[src/rtl/if_inst_queue.sv]
// Purpose: in-order fetch return queue; one entry per accepted fetch, filled by SRAM data_ok, drained to ID.
// Latency: data_ok (or exception alloc) on the head entry -> out_valid the next cycle; no same-cycle bypass.
// Backpressure: out_allowin stalls the head; can_issue drops when entries or outstanding SRAM slots run out.
//
// Ports:
//   clk, resetn                          clock, synchronous active-low reset
//   req_fire/req_pc/req_ex/req_ex_code   pre-IF request accepted this cycle (ex: no SRAM transaction issued)
//   can_issue                            pre-IF may fire this cycle (registered state only)
//   data_ok/rdata                        SRAM response, returns in request order
//   flush                                discard every entry; in-flight responses are counted for dropping
//   out_allowin/out_valid/out_*          head entry handshake and payload towards ID
//   outstanding                          responses still expected from SRAM (drops + pending entries)
module if_inst_queue #(
    parameter int          DEPTH    = 4,
    parameter logic [31:0] RESET_PC = 32'h1C000000
) (
    input  logic                     clk,
    input  logic                     resetn,
    input  logic                     req_fire,
    input  logic [31:0]              req_pc,
    input  logic                     req_ex,
    input  logic [14:0]              req_ex_code,
    output logic                     can_issue,
    input  logic                     data_ok,
    input  logic [31:0]              rdata,
    input  logic                     flush,
    input  logic                     out_allowin,
    output logic                     out_valid,
    output logic [31:0]              out_pc,
    output logic [31:0]              out_inst,
    output logic                     out_ex,
    output logic [14:0]              out_ex_code,
    output logic [$clog2(DEPTH):0]   outstanding
);

    localparam int AW = $clog2(DEPTH);
    typedef logic [AW-1:0] ptr_t;
    typedef logic [AW:0]   cnt_t;

    logic [DEPTH-1:0] ent_valid;
    logic [DEPTH-1:0] ent_pending;
    logic [DEPTH-1:0] ent_ex;
    logic [31:0]      ent_pc   [DEPTH];
    logic [31:0]      ent_inst [DEPTH];
    logic [14:0]      ent_code [DEPTH];

    ptr_t        head;
    ptr_t        tail;
    cnt_t        count;
    cnt_t        drop_cnt;
    logic [31:0] last_pc;

    cnt_t pend_cnt;
    ptr_t scan_idx;
    ptr_t fill_idx;
    logic fill_hit;
    logic drop_hit;
    logic fill_en;
    logic alloc;
    logic pop;
    logic not_empty;
    cnt_t drop_nxt;

    // Pending count and oldest pending entry, scanning forward from head.
    always_comb begin
        pend_cnt = '0;
        fill_hit = 1'b0;
        fill_idx = '0;
        scan_idx = '0;
        for (int i = 0; i < DEPTH; i++) begin
            pend_cnt = pend_cnt + cnt_t'(ent_pending[i]);
            scan_idx = head + ptr_t'(i);
            if (!fill_hit && ent_valid[scan_idx] && ent_pending[scan_idx]) begin
                fill_hit = 1'b1;
                fill_idx = scan_idx;
            end
        end
    end

    // Responses owed to flushed requests are consumed first, keeping SRAM returns in order.
    assign drop_hit  = data_ok && (drop_cnt != '0);
    assign fill_en   = data_ok && !drop_hit && fill_hit;
    assign alloc     = req_fire && !flush;
    assign not_empty = (count != '0);

    assign out_valid   = not_empty && ent_valid[head] && !ent_pending[head] && !flush;
    assign pop         = out_valid && out_allowin;
    assign out_pc      = not_empty ? ent_pc[head]   : last_pc;
    assign out_inst    = not_empty ? ent_inst[head] : 32'h0;
    assign out_ex      = not_empty ? ent_ex[head]   : 1'b0;
    assign out_ex_code = not_empty ? ent_code[head] : 15'h0;

    // drop_cnt + pend_cnt never exceeds DEPTH, so the sum fits the count width.
    assign outstanding = drop_cnt + pend_cnt;
    assign can_issue   = (count < cnt_t'(DEPTH)) && (outstanding < cnt_t'(DEPTH));

    // On flush every pending entry (plus a request fired this cycle that went to SRAM)
    // becomes a response to drop; a data_ok in the same cycle retires one of them.
    always_comb begin
        drop_nxt = drop_cnt;
        if (flush) begin
            drop_nxt = drop_cnt + pend_cnt + cnt_t'(req_fire && !req_ex)
                     - cnt_t'(data_ok && (outstanding != '0));
        end else if (drop_hit) begin
            drop_nxt = drop_cnt - cnt_t'(1);
        end
    end

    always_ff @(posedge clk) begin
        if (!resetn) begin
            ent_valid   <= '0;
            ent_pending <= '0;
            ent_ex      <= '0;
            head        <= '0;
            tail        <= '0;
            count       <= '0;
            drop_cnt    <= '0;
            last_pc     <= RESET_PC;
        end else begin
            drop_cnt <= drop_nxt;
            if (flush) begin
                ent_valid   <= '0;
                ent_pending <= '0;
                ent_ex      <= '0;
                head        <= '0;
                tail        <= '0;
                count       <= '0;
            end else begin
                if (fill_en) begin
                    ent_pending[fill_idx] <= 1'b0;
                end
                if (pop) begin
                    ent_valid[head] <= 1'b0;
                    ent_ex[head]    <= 1'b0;
                    head            <= head + ptr_t'(1);
                    last_pc         <= ent_pc[head];
                end
                // A full queue never allocates, so tail cannot collide with the popped head.
                if (alloc) begin
                    ent_valid[tail]   <= 1'b1;
                    ent_pending[tail] <= !req_ex;
                    ent_ex[tail]      <= req_ex;
                    tail              <= tail + ptr_t'(1);
                end
                count <= count + cnt_t'(alloc) - cnt_t'(pop);
            end
        end
    end

    // Payload storage needs no reset: it is only observed behind a valid entry.
    always_ff @(posedge clk) begin
        if (resetn && !flush) begin
            if (fill_en) begin
                ent_inst[fill_idx] <= rdata;
            end
            if (alloc) begin
                ent_pc[tail]   <= req_pc;
                ent_inst[tail] <= 32'h0;
                ent_code[tail] <= req_ex_code;
            end
        end
    end

endmodule

[config.mk]
export PLATFORM = sky130hd
export DESIGN_NAME = if_inst_queue
export DESIGN_NICKNAME = d
export VERILOG_FILES = /design/src/rtl/if_inst_queue.sv
export SDC_FILE = /design/constraint.sdc
export NUM_CORES = 1
export LEC_CHECK = 0
export BUFFER_PORTS_ARGS = -buffer_cell sky130_fd_sc_hd__clkbuf_2
export CORE_MARGIN = 1.5
export CORE_UTILIZATION = 60
export CTS_BUF_LIST = sky130_fd_sc_hd__clkbuf_8
export CTS_CLUSTER_DIAMETER = 100
export DETAILED_ROUTE_END_ITERATION = 8
export GPL_ROUTABILITY_DRIVEN = 0
export MAX_ROUTING_LAYER = met4
export PLACE_DENSITY = 0.92
export SYNTH_ARGS = -nofsm -noshare
export SYNTH_HDL_FRONTEND = slang
export SYNTH_SLANG_ARGS = --single-unit
export TNS_END_PERCENT = 100
[constraint.sdc]
create_clock -name clk -period 4.8 [get_ports clk]
set_input_delay 0 -clock clk [delete_from_list [all_inputs] [get_ports clk]]
set_output_delay 0 -clock clk [all_outputs]
set_load 0.02 [all_outputs]
==> Yosys cells after proc, flatten, opt, wreduce, memory -nomap -nowiden <==
Memory sizes are Yosys's and may differ from the RTL's. A register that Yosys moved wholly into a read port is not among the register bits.
Index checks and enable logic that the tools add are counted.
{ "classes": {"n_addsub": 13, "order_cmp": 11, "muxes": 64, "n_bitwise": 8, "n_reduce_logical": 35} }
{ "op_table": {"columns": ["op", "count"], "rows": [
  ["32-bit 2-to-1 mux", 2],
  ["4-bit 2-to-1 mux", 12],
  ["1-bit 2-to-1 mux", 23],
  ["1-bit logical AND", 22],
  ["2-bit 2-to-1 mux", 10],
  ["1-bit binary-select mux with 2-bit select", 9],
  ["2-bit by 3-bit < comparator with 1-bit output (second input constant)", 6],
  ["15-bit 2-to-1 mux", 1],
  ["4-bit AND", 3],
  ["3-bit by 1-bit adder with 3-bit output", 3],
  ["3-bit nonzero test", 3],
  ["4-bit bitwise mux", 2],
  ["4-bit inverter", 2],
  ["1-bit logical NOT", 7],
  ["1-bit demux with 2-bit select", 3],
  ["2-bit by 1-bit greater-or-equal comparator with 1-bit output (second input constant)", 3],
  ["3-bit < comparator (second input constant)", 2],
  ["3-bit 2-to-1 mux", 2],
  ["3-bit by 1-bit subtractor with 3-bit output", 2],
  ["2-bit by 1-bit adder with 2-bit output (second input constant)", 2],
  ["2-bit adder (second input constant)", 2],
  ["4-bit OR", 1],
  ["2-bit by 1-bit adder with 3-bit output", 1],
  ["3-bit adder", 1],
  ["other kinds (6)", 7]
]} }
{ "totals": {"word_cells": 142, "mem_count": 3, "reg_bits": 54, "ramBits": 316, "input_bits": 86} }
{ "memory_table": {"columns": ["name", "words", "width", "read_ports", "rd_ports_with_merged_regs", "write_ports", "line", "rtl"], "rows": [
  ["ent_inst", 4, 32, 1, 1, 2, "44", "logic [31:0] ent_inst [DEPTH];"],
  ["ent_pc", 4, 32, 1, 1, 1, "43", "logic [31:0] ent_pc [DEPTH];"],
  ["ent_code", 4, 15, 1, 1, 1, "45", "logic [14:0] ent_code [DEPTH];"]
]} }

==> Longest topological paths before layout <==
{ "depth": {"word_depth": 27, "depth_mapped": 14, "mapped_depth_nobuf": 14} }

==> Worst setup path after synthesis <==
No wires, ideal clock.
{ "synth_timing": {"path_kind": "reg2reg", "start": "reg ent_pending[0]", "end": "reg drop_cnt[2]", "setup_ps": 116, "t_required_ps": 4684, "setup_slack_ps": 1273, "t_arrival_ps": 3410, "path_stages_with_launch": 15, "cell_sequence": "dfxtp_1 > fa_1 > fa_1 > inv_1 > fa_1 > inv_1 > o31a_1 > ha_1 > inv_1 > ha_1 > fa_1 > xor2_1 > xnor2_1 > nand2_1 > o211a_1"} }
{ "synth_via": {"elab_chain_len": 8, "word_cells_on_any_way": 9, "cone_classes": "6 x add/sub; 1 x mux; 2 x reduce/logical"} }
{ "synth_rtl": {"columns": ["element", "line", "rtl"], "rows": [
  ["start, declared", "41", "logic [DEPTH-1:0] ent_pending;"],
  ["start signal, assigned by index", "141", "ent_pending[tail] <= !req_ex;"],
  ["1-bit by 1-bit adder with 2-bit output (*)", "71", "pend_cnt = pend_cnt + cnt_t'(ent_pending[i]);"],
  ["2-bit by 1-bit adder with 3-bit output (*)", "71", null],
  ["3-bit by 1-bit adder with 3-bit output (*)", "71", null],
  ["3-bit adder (*)", "94", "assign outstanding = drop_cnt + pend_cnt;"],
  ["named net outstanding[1]", "33", "output logic [$clog2(DEPTH):0] outstanding"],
  ["parallel branches: the longest is 2 deep, another holds 3-bit by 1-bit adder with 3-bit output", null, null],
  ["3-bit by 1-bit subtractor with 3-bit output (*)", "103", "- cnt_t'(data_ok && (outstanding != '0));"],
  ["3-bit 2-to-1 mux (*)", "101", "if (flush) begin"],
  ["end signal, assigned", "120", "drop_cnt <= drop_nxt;"],
  ["end, declared", "50", "cnt_t drop_cnt;"]
]} }
Mark *: on every way through the listed nets, which the timed path passes.
A chain may end at the register's enable or synchronous reset.

==> Worst setup path in the final report <==
{ "layout_timing": {"start": "reg head[0]", "end": "reg ent_pending[0]"} }
{ "layout_via": {"word_cells_on_any_way": 50, "cone_classes": "3 x add/sub; 2 x order compare; 31 x mux; 2 x bitwise; 12 x reduce/logical"} }
{ "layout_lines": {"columns": ["element", "line", "rtl"], "rows": [
  ["start, declared", "47", "ptr_t head;"],
  ["start signal, assigned", "135", "head <= head + ptr_t'(1);"],
  ["2-bit adder (*)", "72", "scan_idx = head + ptr_t'(i);"],
  ["named net scan_idx[0]", "54", "ptr_t scan_idx;"],
  ["1-bit binary-select mux with 2-bit select", "73", "if (!fill_hit && ent_valid[scan_idx] && ent_pending[scan_idx]) begin"],
  ["1-bit 2-to-1 mux (not written as such)", "73", null],
  ["1-bit logical AND (2 in a row)", "73", null],
  ["2-bit 2-to-1 mux", "73", null],
  ["2-bit by 3-bit < comparator with 1-bit output (not written as such) or 2-bit by 1-bit greater-or-equal comparator with 1-bit output (tied branches)", "130", "ent_pending[fill_idx] <= 1'b0;"],
  ["1-bit logical AND (not written as such)", "130", null],
  ["1-bit 2-to-1 mux (not written as such)", "130", null],
  ["1-bit demux with 2-bit select", "130", null],
  ["4-bit inverter (no source line)", null, null],
  ["4-bit AND (no source line)", null, null],
  ["4-bit 2-to-1 mux (*)", "129", "if (fill_en) begin"],
  ["4-bit 2-to-1 mux (*)", "121", "if (flush) begin"],
  ["4-bit 2-to-1 mux (*)", "110", "if (!resetn) begin"],
  ["4-bit bitwise mux", "141", null],
  ["4-bit 2-to-1 mux (*)", "139", "if (alloc) begin"]
]} }
Mark *: on every way through the listed nets, which the timed path passes. The rest lies on a longest branch. The select of a mux whose other input is x is not followed.

==> qor.csv <==
stage,metric,value,unit
clock_network,clk sinks,372,
pwr,PwrDens,332.7,mW/mm^2
critical_path,CP required,5340,ps
floorplanning,I/O Pins,171,
placed_design,I/O Buffers,170,
pwr,Gate power share,7.1,%
run_status,status,finished clean,
floorplanning,Core Rows,60,
cells_and_area,register area,0.009336,sq mm
critical_path,"Worst Path Class, Setup",reg -> reg,
critical_path,worst-path fanout max,66,
clock_network,Worst-path clk slew,60,ps
timing,fin crit period,4120,ps
cells_and_area,Layout Nets,1615,
timing,final hold viol count,0,
floorplanning,Starting Density,61.01,%
global_routing,total gr overflow,0,
routing,drt first pass iters,6,
pwr,Sw Share,24.58,%
placed_design,Post-Place Cells,1706,
routing,Final ANT Viol Nets,0,
critical_path,reg2reg setup slack,680,ps
yosys,cells after synthesis,1317,
global_routing,vias in the first global route,12834,
pwr,clock share of power,40.5,%
critical_path,CP max stage delay,910,ps
floorplanning,Die H,168.5,microns
global_routing,global-route wire length before repair,68390,microns
pwr,Internal,4867,uW
cells_and_area,Post-Layout Cell Count,1901,
worst_hold_path,hold crit path type,in -> reg,
clock_network,CTS Buffer Depth,3,
clock_network,H-tree Lvls,2,
cells_and_area,Fill cells,1613,
pwr,sequential fraction of design power,52.5,%
timing,setup violators final,0,
clock_network,CTS Buf Count,58,
global_routing,initial antenna violation count,1,
timing,final worst path period share,85.84,%
yosys,cell area after synthesis,0.01644,sq mm
yosys,Syn Nets,1422,
critical_path,Worst EP arrival,4670,ps
pwr,VDD IR max,0.3501,mV
routing,Routed WL,43880,microns
yosys,syn avg cell area,12.48,sq um
critical_path,crit path cell chain,inv_1 > ha_1 > mux4_2 > o21ai_1 > a22o_4 > buf_4 > nor3_1 > o32ai_1 > dlygate4sd3_1,
floorplanning,Die W,168.5,microns
yosys,"top cells by area, synth","edfxtp_1 (34%), dfxtp_1 (22%), mux4_2 (12%)",
timing,Max Slew Vio Count,0,
yosys,Synth Register Bits,372,
clock_network,TritonCTS clock tree,yes,
yosys,"area leader, netlist",edfxtp_1,
routing,routed length per instance,23.08,microns
timing,Max Fclk,242.7,MHz
timing,Slew @ Worst Pin,1172,ps
placed_design,Place WS,1157,ps
timing,clk_skew,52.81,ps
yosys,post-synthesis sequential area ratio,56.74,%
critical_path,Buffers & Inverters on Critical Path,3,
timing,setup tns final,0,ps
yosys,Synth top area share,34.34,%
floorplanning,die area,0.02841,sq mm
cells_and_area,Multi-input gate area,0.006507,sq mm
critical_path,critical path startpoint category,flop,
placed_design,HPWL Detailed,22430,microns
critical_path,CP top delay family,buffers and inverters,
clock_network,clock latency on the worst-skew pair,650,ps
clock_network,CTS resizes,0,
critical_path,Worst setup EP type,flop,
floorplanning,core area,0.02695,sq mm
routing,number of vias per cell,6.718,
pwr,sw power,1586,uW
yosys,YS warnings,0,
routing,DRC,0,
yosys,post-synth cell types,46,
critical_path,CP max-delay cell,dfxtp_1,
global_routing,Global Route Usage Sum,31.48,%
global_routing,largest net degree at the start of global routing,129,
cells_and_area,area grow syn2layout,17.97,%
cells_and_area,share of layout cells above drive strength 1,25.55,%
timing,RSZ-0062 raised after global routing,no,
routing,via count,12771,
job,max cap viols,0,
routing,Initial DRC Count,1940,
timing,Worst slew margin,21.85,%
pwr,LEAKAGE,0.006664,uW
clock_network,clock root buffer,clkbuf_8,
timing,setup ws final,679.7,ps
-- power groups by stage --
stage | logic (uW) | clock network, uW | registers [uW]
2_1_floorplan | 243 | 0 | 3450
3_3_place_gp | 371 | 0 | 3450
3_5_place_dp | 387 | 0 | 3450
4_1_cts | 447 | 2580 | 3380
5_1_grt | 489 | 2760 | 3390
6_report | 457 | 2610 | 3380
-- worst paths after layout --
kind                    from               to  cells past startpoint
max                  head[0]   ent_pending[0]                      9
max reg2reg          head[0]   ent_pending[0]                      9
min               req_pc[19]    ent_pc[1][19]                      2
min reg2reg  ent_inst[0][15]  ent_inst[0][15]                      2
-- per-layer routing --
metal	track usage, %	share of wire [%]
met3	5.541	9.2
met5	-	0
met1	37.50	36
met2	52.88	51
met4	14.01	3.5
-- synthesized netlist by cell type, drive strengths merged --
cell type / n
nand2b: 4
edfxtp: 188
o31a: 1
o32ai: 1
xnor2: 7
o21a: 1
clkbuf: 80
ha: 14
o31ai: 130
nand4: 129
a22oi: 3
a21oi: 140
nor4b: 1
a32oi: 1
nand2: 87
nand3b: 1
a21boi: 30
mux4: 85
mux2i: 1
nor3: 4
and4b: 1
fa: 5
o21ai: 7
mux2: 32
a31o: 3
or3: 1
o211a: 1
a22o: 1
dfxtp: 184
nand3: 16
a21o: 1
nor2: 10
and3: 4
inv: 15
buf: 64
xor2: 2
and2: 8
nor2b: 51
o2111ai: 2
or2: 1
-- layout by cell type, fill, tap and decap left out, types with 40 or more instances in the layout --
| cell | synthesis | routed |
|---|---|---|
| nor2b_1 | 51 | 51 |
| edfxtp_1 | 188 | 188 |
| dlygate4sd3_1 | 0 | 85 |
| clkbuf_2 | 0 | 170 |
| inv_1 | 14 | 40 |
| nand4_1 | 129 | 129 |
| nand2_1 | 87 | 87 |
| mux4_2 | 85 | 85 |
| clkbuf_8 | 0 | 61 |
| o31ai_1 | 130 | 130 |
| a21oi_1 | 140 | 140 |
| dfxtp_1 | 184 | 182 |
-- registers in the layout, summed over array words and instances, names as in the netlist, named ones only --
register	count
ent_inst	128
ent_pc	128
ent_code	60
last_pc	32
ent_ex	4
ent_pending	4
ent_valid	4
count	3
drop_cnt	3
head	2
tail	2
-- cell families after synthesis --
logic type      after synthesis  synth area share (%)
compound gates              322                 12.58
flops                       372                 56.74
buf+inv                     159                 4.064
simple gates                318                 10.57
fa+ha+maj                    19                 1.674
mux                         118                 13.90
xor+xnor                      9                0.4794
-- repair_timing --
action / CTS / global route
hold endpoints to repair: 336 / 0
setup buffers: 0 / 0
hold buffers: 85 / 0
-- per-stage QoR --
step                      utilization (%)  total power (uW)  cell area [sq um]  hold slack [ps]
after floorplan                         -              3692              16440            98.87
after global placement              64.63              3820              17420            214.1
after detailed placement            64.63              3839              17420            220.2
after CTS                           71.95              6412              19390            84.98
after global routing                71.96              6631              19390            107.3
final                               71.97              6453              19400            122.5
-- layout make-up --
cell class / count / area share, %
clock buffer: 61 / 4.328
clock inverter: 47 / 1.464
antenna: 2 / 0.02580
sequential: 372 / 48.13
multi-input combinational: 786 / 33.55
tap: 341 / 2.200
timing repair buffer: 277 / 10.01
inverter: 15 / 0.2903
Note: power is estimated with default switching activity, not from simulation.
